## src/rtl/gpu_pkg.sv

```systemverilog
// Shared GPU core definitions: state encodings used by the scheduler, fetcher,
// LSUs and PC units, plus default width parameters.
package gpu_pkg;

  localparam int THREADS_PER_BLOCK_DEF     = 4;
  localparam int PROGRAM_MEM_ADDR_BITS_DEF = 8;
  localparam int RETIRE_CNT_BITS_DEF       = 16;

  // The PC and ALU units decode these codes directly, so the values are fixed.
  typedef enum logic [2:0] {
    CORE_IDLE    = 3'd0,
    CORE_FETCH   = 3'd1,
    CORE_DECODE  = 3'd2,
    CORE_REQUEST = 3'd3,
    CORE_WAIT    = 3'd4,
    CORE_EXECUTE = 3'd5,
    CORE_UPDATE  = 3'd6,
    CORE_DONE    = 3'd7
  } core_state_e;

  typedef enum logic [2:0] {
    FETCHER_IDLE     = 3'd0,
    FETCHER_FETCHING = 3'd1,
    FETCHER_FETCHED  = 3'd2
  } fetcher_state_e;

  typedef enum logic [1:0] {
    LSU_IDLE       = 2'd0,
    LSU_REQUESTING = 2'd1,
    LSU_WAITING    = 2'd2,
    LSU_DONE       = 2'd3
  } lsu_state_e;

  // A lane holds the core in WAIT while its memory access is outstanding.
  function automatic logic lsu_busy(input logic [1:0] state);
    return (state == LSU_REQUESTING) || (state == LSU_WAITING);
  endfunction

endpackage

```

## src/rtl/core_scheduler_lane_reduce.sv

```systemverilog
// Reduces per-lane LSU status and next-PC values over the enabled lanes into
// a single "any lane busy" and "any lane disagrees with lane 0" pair.
module lane_reduce
  import gpu_pkg::*;
#(
  parameter int THREADS_PER_BLOCK = THREADS_PER_BLOCK_DEF,
  parameter int ADDR_BITS         = PROGRAM_MEM_ADDR_BITS_DEF,
  parameter int TC_BITS           = $clog2(THREADS_PER_BLOCK) + 1
) (
  input  logic [TC_BITS-1:0]                     thread_count,
  input  logic [2*THREADS_PER_BLOCK-1:0]         lsu_state,
  input  logic [ADDR_BITS*THREADS_PER_BLOCK-1:0] next_pc,
  output logic                                   lsu_busy_any,
  output logic                                   pc_mismatch_any
);

  // Lane i is enabled iff i < thread_count; counts above the lane total enable all.
  always_comb begin
    lsu_busy_any    = 1'b0;
    pc_mismatch_any = 1'b0;
    for (int i = 0; i < THREADS_PER_BLOCK; i++) begin
      lsu_busy_any = lsu_busy_any
                   | ((TC_BITS'(i) < thread_count) && lsu_busy(lsu_state[2*i +: 2]));
      pc_mismatch_any = pc_mismatch_any
                      | ((i > 0) && (TC_BITS'(i) < thread_count)
                         && (next_pc[ADDR_BITS*i +: ADDR_BITS] != next_pc[ADDR_BITS-1:0]));
    end
  end

endmodule

```

## src/rtl/core_scheduler.sv

```systemverilog
// Per-core control FSM: sequences fetch/decode/memory/execute/update, adopts
// lane 0's next PC, flags branch divergence and counts retired instructions.
module core_scheduler
  import gpu_pkg::*;
#(
  parameter int THREADS_PER_BLOCK     = THREADS_PER_BLOCK_DEF,
  parameter int PROGRAM_MEM_ADDR_BITS = PROGRAM_MEM_ADDR_BITS_DEF,
  parameter int RETIRE_CNT_BITS       = RETIRE_CNT_BITS_DEF
) (
  input  logic                                               clk,
  input  logic                                               reset,
  input  logic                                               start,
  input  logic [$clog2(THREADS_PER_BLOCK):0]                 thread_count,
  input  logic [2:0]                                         fetcher_state,
  input  logic [2*THREADS_PER_BLOCK-1:0]                     lsu_state,
  input  logic                                               decoded_ret,
  input  logic [PROGRAM_MEM_ADDR_BITS*THREADS_PER_BLOCK-1:0] next_pc,
  output logic [2:0]                                         core_state,
  output logic [PROGRAM_MEM_ADDR_BITS-1:0]                   current_pc,
  output logic                                               done,
  output logic                                               divergence,
  output logic [RETIRE_CNT_BITS-1:0]                         retired
);

  localparam int TC_BITS = $clog2(THREADS_PER_BLOCK) + 1;

  core_state_e                      state_q, state_d;
  logic [PROGRAM_MEM_ADDR_BITS-1:0] pc_q, pc_d;
  logic                             done_q, done_d;
  logic                             div_q, div_d;
  logic [RETIRE_CNT_BITS-1:0]       retired_q, retired_d;
  logic                             lsu_busy_any_s;
  logic                             pc_mismatch_any_s;

  lane_reduce #(
    .THREADS_PER_BLOCK (THREADS_PER_BLOCK),
    .ADDR_BITS         (PROGRAM_MEM_ADDR_BITS),
    .TC_BITS           (TC_BITS)
  ) u_lane_reduce (
    .thread_count    (thread_count),
    .lsu_state       (lsu_state),
    .next_pc         (next_pc),
    .lsu_busy_any    (lsu_busy_any_s),
    .pc_mismatch_any (pc_mismatch_any_s)
  );

  // Next-state and next-output logic; every register holds unless updated.
  always_comb begin
    state_d   = state_q;
    pc_d      = pc_q;
    done_d    = done_q;
    div_d     = div_q;
    retired_d = retired_q;
    case (state_q)
      CORE_IDLE: begin
        if (start) begin
          state_d   = CORE_FETCH;
          pc_d      = '0;
          retired_d = '0;
          div_d     = 1'b0;
        end else begin
          state_d = CORE_IDLE;
        end
      end
      CORE_FETCH: begin
        if (fetcher_state == FETCHER_FETCHED) begin
          state_d = CORE_DECODE;
        end else begin
          state_d = CORE_FETCH;
        end
      end
      CORE_DECODE:  state_d = CORE_REQUEST;
      CORE_REQUEST: state_d = CORE_WAIT;
      CORE_WAIT: begin
        if (!lsu_busy_any_s) begin
          state_d = CORE_EXECUTE;
        end else begin
          state_d = CORE_WAIT;
        end
      end
      CORE_EXECUTE: state_d = CORE_UPDATE;
      CORE_UPDATE: begin
        // Saturate rather than wrap so a long-running block never reads as short.
        if (retired_q != {RETIRE_CNT_BITS{1'b1}}) begin
          retired_d = retired_q + RETIRE_CNT_BITS'(1);
        end else begin
          retired_d = retired_q;
        end
        div_d = div_q | pc_mismatch_any_s;
        if (decoded_ret) begin
          state_d = CORE_DONE;
          done_d  = 1'b1;
        end else begin
          state_d = CORE_FETCH;
          pc_d    = next_pc[PROGRAM_MEM_ADDR_BITS-1:0];
        end
      end
      CORE_DONE:    state_d = CORE_DONE;
      default:      state_d = CORE_IDLE;
    endcase
  end

  // State and output registers with synchronous reset.
  always_ff @(posedge clk) begin
    if (reset) begin
      state_q   <= CORE_IDLE;
      pc_q      <= '0;
      done_q    <= 1'b0;
      div_q     <= 1'b0;
      retired_q <= '0;
    end else begin
      state_q   <= state_d;
      pc_q      <= pc_d;
      done_q    <= done_d;
      div_q     <= div_d;
      retired_q <= retired_d;
    end
  end

  assign core_state = state_q;
  assign current_pc = pc_q;
  assign done       = done_q;
  assign divergence = div_q;
  assign retired    = retired_q;

endmodule
```

## config.mk

```make
export PLATFORM = sky130hd
export DESIGN_NAME = core_scheduler
export DESIGN_NICKNAME = d
export VERILOG_FILES = /design/src/rtl/gpu_pkg.sv /design/src/rtl/core_scheduler_lane_reduce.sv /design/src/rtl/core_scheduler.sv
export SDC_FILE = /design/constraint.sdc
export NUM_CORES = 1
export LEC_CHECK = 0
export CORE_UTILIZATION = 40
export CTS_CLUSTER_DIAMETER = 50
export CTS_CLUSTER_SIZE = 20
export DETAILED_ROUTE_END_ITERATION = 10
export PLACE_DENSITY = 0.8
export SLEW_MARGIN = 15
export SYNTH_ARGS = -nofsm -noshare
export SYNTH_HDL_FRONTEND = slang
export SYNTH_SLANG_ARGS = --single-unit
```

## constraint.sdc

```tcl
create_clock -name clk -period 2.7 [get_ports clk]
set_clock_uncertainty 0.15 [all_clocks]
set_input_delay 0.675 -clock clk [delete_from_list [all_inputs] [get_ports clk]]
set_output_delay 0.675 -clock clk [all_outputs]
set_load 0.01 [all_outputs]
```

## Word-level counts from Yosys, hierarchy flattened

Index checks and enable logic that the tools add are counted.

| word-level totals | value |
|---|---|
| flip-flop bits (word level) | 29 |
| bits in latches | 0 |
| memory bits (writable) | 0 |
| memory bits (read-only) | 0 |
| input port bits | 50 |
| output and inout bits | 29 |
| logic and storage cells | 69 |
| memories kept | 0 |

| operators by class | value |
|---|---|
| add/sub/neg operators | 1 |
| multiply operators | 0 |
| divide/modulo/power cells | 0 |
| magnitude comparators | 4 |
| equality and inequality tests | 23 |
| shift operators | 0 |
| mux-type cells | 13 |
| bitwise logic cells | 6 |
| reduce and logical (&&, ||, !) cells | 17 |

Operators with widths:

| kind | count |
|---|---|
| two-way mux 16 bit | 2 |
| one-hot mux 16 bit (2 select lines) | 1 |
| != test 8 bit | 3 |
| one-hot mux 3 bit (8 select lines) | 1 |
| adder 16 x 1 -> 16 bit, second input constant | 1 |
| two-way mux 8 bit | 2 |
| != test 16 bit, second input constant | 1 |
| one-hot mux 8 bit (2 select lines) | 1 |
| == test 3 bit, second input constant | 4 |
| == test 3 x 2 -> 1 bit, second input constant | 3 |
| == test 2 x 1 -> 1 bit, second input constant | 4 |
| == test 2 bit, second input constant | 4 |
| logical AND 1 bit | 7 |
| < comparator 1 x 3 -> 1 bit, first input constant | 2 |
| < comparator 2 x 3 -> 1 bit, first input constant | 2 |
| != test 2 bit, second input constant | 3 |
| OR 1 bit | 6 |
| AND reduction 3 bit | 2 |
| logical OR 1 bit | 4 |
| AND reduction 2 bit | 2 |
| == test 3 x 1 -> 1 bit, second input constant | 1 |
| zero test 3 bit | 1 |
| two-way mux 1 bit | 3 |
| two-way mux 3 bit | 1 |
| other kinds (3) | 3 |

## Logic depth before layout (Yosys ltp)

| depth | value |
|---|---|
| word-level depth | 8 |
| mapped depth | 7 |
| gate-level depth less buffers | 6 |

## Modules after synthesis

Synthesis repeated with hierarchy kept, for this count alone.

| second synthesis, totals | value |
|---|---|
| cells, all modules | 221 |
| area, all modules | 1800.5 um2 |

Modules (own cells, without submodules):

| module | instances | cells an instance | area each (um2) | sequential area each (um2) |
|---|---|---|---|---|
| core_scheduler | 1 | 176 | 1442.6 | 580.6 |
| lane_reduce | 1 | 45 | 357.8 | 0.0 |

## Least setup slack after synthesis

No wires, ideal clock.

| timing path | value |
|---|---|
| path kind | in2reg |
| from | in start |
| to | reg retired_q[7] (netlist: retired[7]) |
| setup time | 0.059 ns |
| arrival | 2.063 ns |
| slack | 0.428 ns |
| stages | 5 |
| path through | or3b_4 a211o_1 a31o_1 or4_1 nand2_1 |

| on the way | value |
|---|---|
| cells in the longest elaborated chain, start to end | 2 |

RTL lines:

| item | line | text |
|---|---|---|
| start: declaration | core_scheduler.sv:12 | `input logic start,` |
| != test 2 bit (no source line) | n/a |  |
| AND reduction 3 bit (no source line) | n/a |  |
| end signal: assignment | core_scheduler.sv:116 | `retired_q <= retired_d;` |
| end: declaration | core_scheduler.sv:31 | `logic [RETIRE_CNT_BITS-1:0] retired_q, retired_d;` |

No other way between the ends.
A chain may end at the register's enable or synchronous reset.

## Worst setup path in the final report

Ends and elaborated chain as after synthesis.

==> results.yml <==
clocking:
  post-cts-setup-buffers: 0
  worstSkewPairLatency_ns: 0.28
  clock_buffer_count_from_cts: 5
  cts-hold-fix-buffers: 0
  ctsRootBufferMaster: "sky130_fd_sc_hd__clkbuf_8"
  ctsLongestPathBuffers: 2
  clkSlewWorstSetupHoldPaths_ns: 0.06
  tritoncts: "yes"
  post_cts.resized_instances: 0
  clkSinkCount: 29
  cts.htree.levels: 2
layout:
  antennaDiodeCount: 0
  mostFrequentLayoutCell: "sky130_fd_sc_hd__clkdlybuf4s50_1"
  final_core_utilization_pct: 66.1
  filler_cell_count: 333
  nets_finish: 341
  final_cells: 341
  drive_above_1_share_pct: 6.87
  most-common-layout-cells: "sky130_fd_sc_hd__clkdlybuf4s50_1 (78), sky130_fd_sc_hd__xnor2_1 (34), sky130_fd_sc_hd__dfxtp_1 (29)"
  fin_area_um2: 2680
  area_growth_syn_to_layout_pct: 55.8
detailed_routing:
  drt_first_iter_violations: 93
  detail_route.first_pass.iterations: 4
  detailroute.via_count: 1782
  antenna_left: 0
  detail_route.vias_per_cell: 5.23
  avgRoutedWirePerCell_um: 13.3
  totalWireLength_um: 4550
  drc: 0
setup_path:
  regToRegEndpoint: "retired[3]$_SDFFE_PP0P_"
  reg_to_reg_setup_timing_slack_ns: 0.58
  timing_worst_setup_path_type: "input port to register"
  worst-endpoint-arrival_ns: 2.58
  rr_startpoint: "core_state[1]$_SDFF_PP0_"
  cp-end-kind: "register"
  critical_path.max_fanout: 6
  critPathLaunchType: "input port"
  worstRegToRegCells: 5
  critPathRequiredTime_ns: 2.77
place:
  dp_hpwl_um: 3650
  gp_congestion: 0.866
  portBuffers: 78
  dp_cells: 333
  detailed_place.area_um2: 2600
floorplan:
  start_util_pct: 42.4
  die_y_um: 67.6
  die_area_um2: 4570
  io-pin-count: 79
  die_width_um: 67.6
  core-area_um2: 4060
  rows: 23
synth:
  yosys.cell_types.count: 42
  post_synth.cell_area_avg_um2: 8.43
  instance_count_of_the_mapped_netlist: 204
  yosys_warnings: 0
  synth-async-reset-ratio_pct: 0
  synth-main-ff-cell: "sky130_fd_sc_hd__dfxtp_1"
  synth-seq-area-share_pct: 33.7
  ys_seq_elements: 29
  synth_area_um2: 1720
  number_of_enable_type_register_cells_in_the_synthesized_netlist: 0
  synth_nets: 255
grt:
  grt_usage_pct: 22.0
  grt_antenna_before_repair: 0
  grt_remaining_overflow: 0
  first_global_vias: 1640
  grt_pass1_wl_um: 7350
  largest_net_degree_at_the_start_of_global_routing: 17
pwr:
  p_leak_nw: 0.843
  peakVddDrop_v: 0.000476
  p_per_area_nw_per_um2: 357
timing:
  final_min_period_over_clock_period_pct: 93.0
  min_period_ns: 2.51
  timing.max_slew.rel_slack_pct: 57.6
  sum_of_negative_setup_slack_ns: 0
  timing.final.hold_violations: 0
  setup_violations: 0
  hold_slack_ns: 0.319
  setup_repair_after_global_routing_missed_its_margin: "false"
  fmax_ghz: 0.398
  number_of_max_slew_violations_in_the_final_report: 0
  worst_slew_pin_slew_ns: 0.633
status:
  outcome: "completed"
min_path:
  worstHoldPathType: "register to register"
  hold_path.startpoint: "current_pc[7]$_SDFFE_PP0P_"
  worstHoldPathCells: 2
  hold_path_end: "current_pc[7]$_SDFFE_PP0P_"
run:
  max_cap_violations: 0
[cell usage after synthesis, types with 4 or more instances]
| master | instances | area (um2) |
|---|---|---|
| sky130_fd_sc_hd__nand3_1 | 14 | 70.1 |
| sky130_fd_sc_hd__nor2_1 | 17 | 63.8 |
| sky130_fd_sc_hd__nand4_1 | 8 | 50.1 |
| sky130_fd_sc_hd__nand2b_1 | 8 | 50.1 |
| sky130_fd_sc_hd__inv_1 | 7 | 26.3 |
| sky130_fd_sc_hd__dfxtp_1 | 29 | 581 |
| sky130_fd_sc_hd__a21oi_1 | 18 | 90.1 |
| sky130_fd_sc_hd__nand2_1 | 11 | 41.3 |
| sky130_fd_sc_hd__xor2_1 | 4 | 35.0 |
| sky130_fd_sc_hd__o21ai_0 | 7 | 35.0 |
| sky130_fd_sc_hd__clkbuf_1 | 4 | 15.0 |
| sky130_fd_sc_hd__xnor2_1 | 34 | 298 |
[through the flow]
| step | setup WS [ns] | power, mW |
|---|---|---|
| final | 0.188 | 0.956 |
| after global routing | 0.143 | 1.01 |
| after CTS | 0.188 | 0.964 |
| after detailed placement | -0.0910 | 0.632 |
| after global placement | -0.0663 | 0.629 |
| after floorplan | 0.428 | 0.518 |
[cell families after synthesis]
| logic type | synth area share, % |
|---|---|
| and+or+nand+nor | 24.2 |
| AOI/OAI and AO/OA | 17.5 |
| xor gates and xnor gates | 19.3 |
| DFF | 33.7 |
| buffers and inverters | 3.35 |
| adders and majority gates | 1.31 |
| muxes | 0.582 |
[worst max-delay path: stages]
cell and delay [ns]:
sky130_fd_sc_hd__clkdlybuf4s50_1 0.47, sky130_fd_sc_hd__or3b_4 0.39, sky130_fd_sc_hd__a211o_1 0.31, sky130_fd_sc_hd__a31o_1 0.25
sky130_fd_sc_hd__or4_1 0.41, sky130_fd_sc_hd__nand2_1 0.08
[where the power goes]
group          switching (mW)  internal (mW)  total, mW
logic                  0.0673          0.118      0.185
clock network           0.157          0.178      0.335
registers             0.00599          0.430      0.436
total                   0.231          0.726      0.956
[metal layers]
| layer | part of all wire (%) | up-vias | track usage (%) |
|---|---|---|---|
| met2 | 49 | 56 | 36.4 |
| met3 | 5.8 | 11 | 6.08 |
| met4 | 2.9 | 0 | 10.6 |
| met1 | 42 | 810 | 25.9 |
| li1 | - | 905 | - |
| met5 | 0 | - | 0 |
[how the worst max path moves through the flow]
| stage | startpoint | endpoint | depth (start not counted) |
|---|---|---|---|
| after CTS | start | retired[5]$_SDFFE_PP0P_ | 6 |
| after global routing | start | retired[5]$_SDFFE_PP0P_ | 6 |
| after floorplan | start | retired[7]$_SDFFE_PP0P_ | 5 |
| after global placement | start | retired[7]$_SDFFE_PP0P_ | 6 |
| after detailed placement | start | retired[5]$_SDFFE_PP0P_ | 6 |
| final | start | retired[7]$_SDFFE_PP0P_ | 6 |
[state kept, by name (all words and copies together) (netlist names)]
name        flops
core_state      3
divergence      1
current_pc      8
done            1
retired        16
[final cells by class]
class | instances | area (um2) | share of cell area [%]
multi-input cells | 162 | 1080 | 40.4
repair buffers | 85 | 846 | 31.6
flip-flops and latches | 29 | 581 | 21.7
clock buffers | 6 | 72.6 | 2.71
well taps | 50 | 62.6 | 2.33
inverters | 7 | 26.3 | 0.980
clock inverters | 2 | 10.0 | 0.373
(Power assumes the default switching activity.)
